--- config.mk ---
export PLATFORM = sky130hd
export DESIGN_NAME = disp_sched_amisha
export DESIGN_NICKNAME = d
export VERILOG_FILES = /design/src/rtl/disp_pkg_amisha.sv /design/src/rtl/rr_arb_amisha.sv /design/src/rtl/disp_sched_amisha.sv
export SDC_FILE = /design/constraint.sdc
export NUM_CORES = 1
export LEC_CHECK = 0
export CAP_MARGIN = 20
export CORE_UTILIZATION = 52
export CTS_CLUSTER_SIZE = 24
export DETAILED_ROUTE_END_ITERATION = 10
export PLACE_DENSITY = 0.86
export SYNTH_ARGS = -nofsm -noshare
export SYNTH_HDL_FRONTEND = slang
export SYNTH_SLANG_ARGS = --single-unit
export TNS_END_PERCENT = 5
--- constraint.sdc ---
create_clock -name clk_amisha -period 8.4 [get_ports clk_amisha]
set_input_delay 1.26 -clock clk_amisha [delete_from_list [all_inputs] [get_ports clk_amisha]]
set_output_delay 1.26 -clock clk_amisha [all_outputs]
set_load 0.03 [all_outputs]
--- src/rtl/disp_pkg_amisha.sv ---
// Shared types and constants for the display scheduler.
// Latency: none (declarations only).
// Backpressure: none (declarations only).
package disp_pkg_amisha;

  localparam int NREQ  = 4;
  localparam int DIG_W = 16;
  localparam int DP_W  = 4;

  typedef enum logic [1:0] {
    ST_IDLE = 2'd0,
    ST_SHOW = 2'd1,
    ST_GAP  = 2'd2
  } state_t;

  // Convert a one-hot requester vector into its index (0 when empty).
  function automatic logic [1:0] onehot2idx(input logic [NREQ-1:0] oh);
    logic [1:0] idx;
    idx = 2'd0;
    for (int i = 0; i < NREQ; i++) begin
      if (oh[i]) idx = 2'(i);
    end
    return idx;
  endfunction

endpackage

--- src/rtl/rr_arb_amisha.sv ---
// Round-robin picker: first requester strictly after last_gnt_i, wrapping 3->0.
// Latency: purely combinational.
// Backpressure: none; the caller decides when the pick is taken.
module rr_arb_amisha
  import disp_pkg_amisha::*;
(
  input  logic [NREQ-1:0] req_i,
  input  logic [1:0]      last_gnt_i,
  output logic [NREQ-1:0] gnt_o,
  output logic            vld_o
);

  logic [1:0] idx;
  logic       found;

  // Scan from the requester after the last owner so the previous owner comes last.
  always_comb begin
    gnt_o = '0;
    idx   = 2'd0;
    found = 1'b0;
    for (int k = 1; k <= NREQ; k++) begin
      idx = 2'(last_gnt_i + 2'(k));
      if (!found && req_i[idx]) begin
        gnt_o[idx] = 1'b1;
        found      = 1'b1;
      end
    end
    vld_o = found;
  end

endmodule

--- src/rtl/disp_sched_amisha.sv ---
// Shares the 4-digit display among 4 requesters: round-robin ownership, dwell, blank gaps.
// Latency: request/data to gnt/display one cycle; done pulses with the edge that clears gnt.
// Backpressure: owners release early by dropping req; DISP_SCHED_PRIO_EN makes requester 0 preempt.
module disp_sched_amisha
  import disp_pkg_amisha::*;
#(
  parameter int DWELL = 200,
  parameter int GAP   = 2
) (
  input  logic                    clk_amisha,
  input  logic                    reset_amisha,
  input  logic [NREQ-1:0]         req_amisha,
  input  logic [NREQ*DIG_W-1:0]   data_amisha,
  input  logic [NREQ*DP_W-1:0]    dp_amisha,
  output logic [NREQ-1:0]         gnt_amisha,
  output logic [DIG_W-1:0]        disp_val_amisha,
  output logic [DP_W-1:0]         dp_in_amisha,
  output logic                    blank_amisha,
  output logic [NREQ-1:0]         done_amisha
);

  localparam logic [15:0] DWELL_INIT = 16'(DWELL - 1);
  localparam logic [7:0]  GAP_INIT   = 8'(GAP - 1);

  state_t            state_q, state_d;
  logic [NREQ-1:0]   gnt_q, gnt_d;
  logic [DIG_W-1:0]  disp_q, disp_d;
  logic [DP_W-1:0]   dp_q, dp_d;
  logic              blank_q, blank_d;
  logic [NREQ-1:0]   done_q, done_d;
  logic [1:0]        last_q, last_d;
  logic [15:0]       dwell_q, dwell_d;
  logic [7:0]        gap_q, gap_d;

  logic [NREQ-1:0]   arb_gnt, pick_gnt;
  logic              arb_vld, pick_vld, preempt, arb_en;
  logic [1:0]        pick_idx;
  logic [DIG_W-1:0]  own_dat, new_dat;
  logic [DP_W-1:0]   own_dp, new_dp;

  rr_arb_amisha u_arb (
    .req_i      (req_amisha),
    .last_gnt_i (last_q),
    .gnt_o      (arb_gnt),
    .vld_o      (arb_vld)
  );

`ifdef DISP_SCHED_PRIO_EN
  // Requester 0 is urgent: it wins every arbitration and cuts any other owner short.
  assign pick_gnt = req_amisha[0] ? 4'b0001 : arb_gnt;
  assign preempt  = req_amisha[0] && (last_q != 2'd0);
`else
  assign pick_gnt = arb_gnt;
  assign preempt  = 1'b0;
`endif
  assign pick_vld = arb_vld;
  assign pick_idx = onehot2idx(pick_gnt);

  // While showing, last_q is the current owner.
  assign own_dat = data_amisha[{last_q, 4'b0000} +: DIG_W];
  assign own_dp  = dp_amisha[{last_q, 2'b00} +: DP_W];
  assign new_dat = data_amisha[{pick_idx, 4'b0000} +: DIG_W];
  assign new_dp  = dp_amisha[{pick_idx, 2'b00} +: DP_W];

  // Next-state logic: slot timing, gap insertion and arbitration on IDLE / end of GAP.
  always_comb begin
    state_d = state_q;
    gnt_d   = gnt_q;
    disp_d  = disp_q;
    dp_d    = dp_q;
    blank_d = blank_q;
    done_d  = '0;
    last_d  = last_q;
    dwell_d = dwell_q;
    gap_d   = gap_q;
    arb_en  = 1'b0;
    case (state_q)
      ST_IDLE: arb_en = 1'b1;
      ST_SHOW: begin
        // Dwell expiry, release and preemption all collapse into one exit, so one done pulse.
        if (dwell_q == 16'd0 || !req_amisha[last_q] || preempt) begin
          done_d  = gnt_q;
          gnt_d   = '0;
          disp_d  = '0;
          dp_d    = '0;
          blank_d = 1'b1;
          gap_d   = GAP_INIT;
          state_d = ST_GAP;
        end else begin
          dwell_d = dwell_q - 16'd1;
          disp_d  = own_dat;
          dp_d    = own_dp;
        end
      end
      ST_GAP: begin
        if (gap_q == 8'd0) arb_en = 1'b1;
        else               gap_d  = gap_q - 8'd1;
      end
      default: state_d = ST_IDLE;
    endcase
    if (arb_en) begin
      if (pick_vld) begin
        gnt_d   = pick_gnt;
        last_d  = pick_idx;
        dwell_d = DWELL_INIT;
        disp_d  = new_dat;
        dp_d    = new_dp;
        blank_d = 1'b0;
        state_d = ST_SHOW;
      end else begin
        gnt_d   = '0;
        disp_d  = '0;
        dp_d    = '0;
        blank_d = 1'b1;
        state_d = ST_IDLE;
      end
    end
  end

  // State registers; last_q resets to 3 so requester 0 is first in line.
  always_ff @(posedge clk_amisha) begin
    if (reset_amisha) begin
      state_q <= ST_IDLE;
      gnt_q   <= '0;
      disp_q  <= '0;
      dp_q    <= '0;
      blank_q <= 1'b1;
      done_q  <= '0;
      last_q  <= 2'd3;
      dwell_q <= '0;
      gap_q   <= '0;
    end else begin
      state_q <= state_d;
      gnt_q   <= gnt_d;
      disp_q  <= disp_d;
      dp_q    <= dp_d;
      blank_q <= blank_d;
      done_q  <= done_d;
      last_q  <= last_d;
      dwell_q <= dwell_d;
      gap_q   <= gap_d;
    end
  end

  assign gnt_amisha      = gnt_q;
  assign disp_val_amisha = disp_q;
  assign dp_in_amisha    = dp_q;
  assign blank_amisha    = blank_q;
  assign done_amisha     = done_q;

endmodule

# == Word-level counts from Yosys, hierarchy flattened ==
# Cells that the tools add are included.
# W data, S select, Z words.
# op_classes
addsub,5
n_shift,4
reduce_logical,24
bitwise,5
magnitude_cmp,8
mux,56
eq_ne,6
# op_table
cell,n
$mux W16,8
$shiftx A64 B7 Y16,2
$mux W4,12
$shiftx A16 B5 Y4,2
$mux W1,19
$logic_not A16 Y1,1
$mux W8,2
$pmux W8 S2,1
$sub A16 B1 Y16 const B,1
$lt A2 B3 Y1 const B,4
$or A4 B4 Y4,3
$bmux W1 S2,4
$demux W1 S2,4
$ge A2 B1 Y1 const B,4
$logic_not A8 Y1,1
$mux W2,4
$sub A8 B1 Y8 const B,1
$logic_and A1 B1 Y1,7
$reduce_and A2 Y1,3
$reduce_bool A2 Y1,3
$add A2 B2 Y2 const B,2
$logic_not A1 Y1,4
$ne A2 B2 Y1 const B,2
$pmux W2 S2,1
other kinds (12),13
# totals
word_cells,117
ff_bits,57

# == Logic depth before layout (Yosys ltp) ==
# depth
ltp_word,19
depth_mapped,11

# == Cells and area by module ==
# From an unflattened synthesis, not the netlist that was laid out.
# unflattened
hier_cells,448
area_unflattened_um2,4068.9
# by_module_without_submodules
module,seq_area_each_um2,instances,cells_per_inst,area_per_inst_um2
disp_sched_amisha,1141.1,1,400,3653.5
rr_arb_amisha,0.0,1,48,415.4

# == Worst setup path after synthesis ==
# Ideal clock, no wire load.
# synth_timing
kind,input-to-reg
startpoint,in req_amisha[0]
endpoint,reg disp_q[3] (netlist: disp_val_amisha[3])
setup_time_ns,0.130
t_arrival_ns,2.900
n_path_buf,1
setup_slack_ns,5.370
path_stages,7
path_cell_list,mux4_2 > nor2b_1 > a221o_1 > a22o_1 > buf_2 > a211oi_1 > o32ai_2
# synth_via
elab_chain_len,18
word_cells_on_any_way,35
# synth_rtl
item,line,text
from (decl),disp_sched_amisha.sv:12,"input logic [NREQ-1:0] req_amisha,"
$bmux W1 S2,rr_arb_amisha.sv:23,if (!found && req_i[idx]) begin
$mux W1 (not written as such),rr_arb_amisha.sv:23,
$mux W1,rr_arb_amisha.sv:23,
$logic_not A1 Y1,rr_arb_amisha.sv:23,
$logic_and A1 B1 Y1,rr_arb_amisha.sv:23,
$mux W1,rr_arb_amisha.sv:23,
$logic_not A1 Y1,rr_arb_amisha.sv:23,
$logic_and A1 B1 Y1,rr_arb_amisha.sv:23,
$mux W1,rr_arb_amisha.sv:23,
$logic_not A1 Y1,rr_arb_amisha.sv:23,
$logic_and A1 B1 Y1,rr_arb_amisha.sv:23,
$mux W4,rr_arb_amisha.sv:23,
$mux W1,disp_pkg_amisha.sv:21,if (oh[i]) idx = 2'(i);
$mux W2 (2 in a row),disp_pkg_amisha.sv:21,
$shiftx A64 B7 Y16,disp_sched_amisha.sv:62,"assign new_dat = data_amisha[{pick_idx, 4'b0000} +: DIG_W];"
$mux W16,disp_sched_amisha.sv:102,if (pick_vld) begin
$mux W16 (*),disp_sched_amisha.sv:101,if (arb_en) begin
to (signal assigned),disp_sched_amisha.sv:135,disp_q <= disp_d;
to (decl),disp_sched_amisha.sv:27,"logic [DIG_W-1:0] disp_q, disp_d;"
# Mark *: on every way between the ends. The rest lies on a longest branch, timed or not. The select of a mux whose other input is x is not followed.
# A chain may end at the register's enable or synchronous reset.

# == Worst setup path after layout ==
# layout_timing
startpoint,in req_amisha[1]
endpoint,reg disp_q[6] (netlist: disp_val_amisha[6])
# The elaborated chain is that of the path after synthesis.

==> results.yml <==
status:
  status: "complete, no violations"
global_routing:
  grt.met3_usage_pct: 5.72
  grt_busiest_layer: "met2"
  grt_pass1_vias: 4025
  grt_pass1_wl_um: 19000
  antenna_found_initial: 0
  overflow: 0
  grtUsageMet2_pct: 51.7
  grt_start_max_net_pins: 41
  met1_usage_pct: 39.7
  gr-usage-all-layers_pct: 31.6
cts:
  cts_resized: 0
  clockBufferDepth: 2
  tritoncts: "done"
  cts_max_level: 3
  cts_buffers: 9
  clkLatencyLatePin_ps: 350
  post_cts_buffers: 0
  clock_sinks: 57
  cts_hold_buf: 0
  cts_root_buf: "clkbuf_8"
  cts.clk_slew.worst_paths_ps: 70
cells_and_area:
  stdcell_area_um2: 5330
  final_common_cell: "clkdlybuf4s50_1"
  syn2layout_area_growth_pct: 33.6
  nFillCells: 525
  diodes: 0
  mostFrequentLayoutCells: "clkdlybuf4s50_1 (114), dfxtp_1 (56), o21ai_0 (46), nor2_1 (43), a21oi_1 (34)"
  final_nets: 644
  layout-drive-gt1-share_pct: 12.1
timing:
  worstMarginPinSlew_ps: 1030
  hold_viol: 0
  fin_tns_setup_ps: 0
  fmax_mhz: 240
  relSlewSlack_pct: 31.6
  min_period_ps: 4160
  timing.final.crit_share_pct: 49.5
  finClkSkew_ps: 11.6
  drv_slew: 0
  rsz0062_at_grt: "no"
  setup_viol: 0
yosys:
  synth_cells: 452
  synth_area_um2: 3990
  synthDistinctLibCells: 64
  syn_area_per_cell_um2: 8.82
  ys_seq_area_share_pct: 28.6
  synthArstFlopShare_pct: 0
  ys_warn_count: 0
  ys_seq_elements: 57
  dominantRegCellSynth: "dfxtp_1"
  synth-edff-count: 0
  syn_nets: 547
setup_path:
  crit_path_end_kind: "register"
  cp.arrival_ps: 4400
  cp_max_fo: 22
  crit_required_ps: 8640
  critPathKind: "primary input to register"
  start_kind: "primary input"
detailed_routing:
  postRouteAntennaNets: 0
  dr.pass1.iters: 5
  viasPerCell: 6.42
  drcViolationCount: 0
  wl_per_cell_um: 19.3
  vias: 4191
  drt_iter0_markers: 461
  wirelength_um: 12600
floorplan:
  dieArea_um2: 8020
  initial_core_util_pct: 54.4
  row_count: 31
  io_pins: 115
  coreArea_um2: 7330
  dieWidth_um: 89.6
  fp.dieH_um: 89.6
placed_design:
  gp_congestion: 0.859
  place_area_um2: 5150
  port_buffers: 114
  post-dp-hpwl_um: 8590
power:
  clockPowerShare_pct: 14.4
  comb_power_share_pct: 59.9
  ir_drop_mv: 0.132
  p_leak_nw: 2.00
  p_sw_w: 0.000771
  power.internal_w: 0.000887
  switching_share_pct: 46.5
  sequentialPowerShare_pct: 25.7
  power_density_nw_per_um2: 311
min_path:
  hp-class: "register to register"
flow_run:
  max-cap-violations: 0
power groups by stage:
stage | sequential (W) | combinational (W) | clock (W)
after floorplan | 0.000478 | 0.000636 | 0
after global placement | 0.000427 | 0.000936 | 0
after detailed placement | 0.000428 | 0.000972 | 0
after CTS | 0.000424 | 0.000977 | 0.000239
after global routing | 0.000436 | 0.00106 | 0.000250
final | 0.000426 | 0.000993 | 0.000239
final timing paths:
| path | start | endpoint | slack [ps] | cells after the start |
|---|---|---|---|---|
| worst max register to register | last_q[0] | disp_val_amisha[6] | 4270 | 9 |
| worst min-delay path | gnt_amisha[0] | gnt_amisha[0] | 470 | 2 |
| worst max-delay path | req_amisha[1] | disp_val_amisha[6] | 4240 | 8 |
| worst min register to register | gnt_amisha[0] | gnt_amisha[0] | 470 | 2 |
cells in the mapped netlist, types with 3 or more instances:
master    number  share of area, %
clkbuf_1      20               1.9
inv_1         31               2.9
nor2b_1        3              0.47
dfxtp_1       57                29
mux4_2        24                14
or4_4          3              0.85
xor2_1         6               1.3
a22o_1         4              0.88
nor3b_1        3              0.56
o21ai_0       46               5.8
o31ai_1        3              0.56
or3_1          7               1.1
ha_1           9               2.8
nand2_1       11               1.0
buf_2         10               1.3
a22oi_1        3              0.56
or4_1          3              0.56
nor2_1        43               4.0
nand2b_1       3              0.47
and2_1         7               1.1
a211oi_1      22               4.1
nor3_1         8               1.0
xnor2_1        5               1.1
or2_2          4              0.63
o32ai_1       18               4.0
a21boi_0      19               3.6
a21oi_1       34               4.3
worst max-delay path, cell delays in order:
cell	delay [ps]
clkdlybuf4s50_1	540
mux4_2	600
a21o_1	200
o22ai_1	140
buf_4	280
and2_1	800
a211oi_1	240
o32ai_1	340
registers in the layout, summed over array words and instances, names as in the netlist:
signal           flops
dp_in_amisha         4
gap_q                8
blank_amisha         1
state_q              2
gnt_amisha           4
disp_val_amisha     16
dwell_q             16
last_q               2
done_amisha          4
cell families after synthesis:
| logic type | count (synthesis) | synth area share [%] |
|---|---|---|
| buf+inv | 65 | 7.00 |
| xor+xnor | 11 | 2.42 |
| mux | 24 | 13.6 |
| fa+ha+maj | 9 | 2.82 |
| flops | 57 | 28.6 |
| simple gates | 111 | 15.1 |
| compound gates | 175 | 30.5 |
routing by layer:
| metal | vias up | part of all wire, % |
|---|---|---|
| met5 | - | 0 |
| met4 | 0 | 3.2 |
| met3 | 43 | 8.3 |
| met2 | 261 | 49 |
| met1 | 1987 | 40 |
| li1 | 1900 | - |
area by class of cell:
class / instances / area, um^2 / share of cell area, %
clock buffers: 11 / 151 / 2.84
clock inverters: 5 / 30.0 / 0.564
inverters: 31 / 116 / 2.18
multi-input cells: 330 / 2580 / 48.4
flip-flops and latches: 57 / 1140 / 21.4
well taps: 99 / 124 / 2.33
repair buffers: 120 / 1190 / 22.3
per-stage QoR:
step	std cells	power [W]	setup WS, ps	utilization [%]	hold WS [ps]
2_1_floorplan	452	0.00111	5370	-	453
3_3_place_gp	637	0.00136	4160	70.2	460
4_1_cts	653	0.00164	4330	72.7	479
5_1_grt	653	0.00175	4020	72.7	511
3_5_place_dp	637	0.00140	4000	70.2	471
6_report	653	0.00166	4240	72.7	474
(Power assumes the default switching activity.)
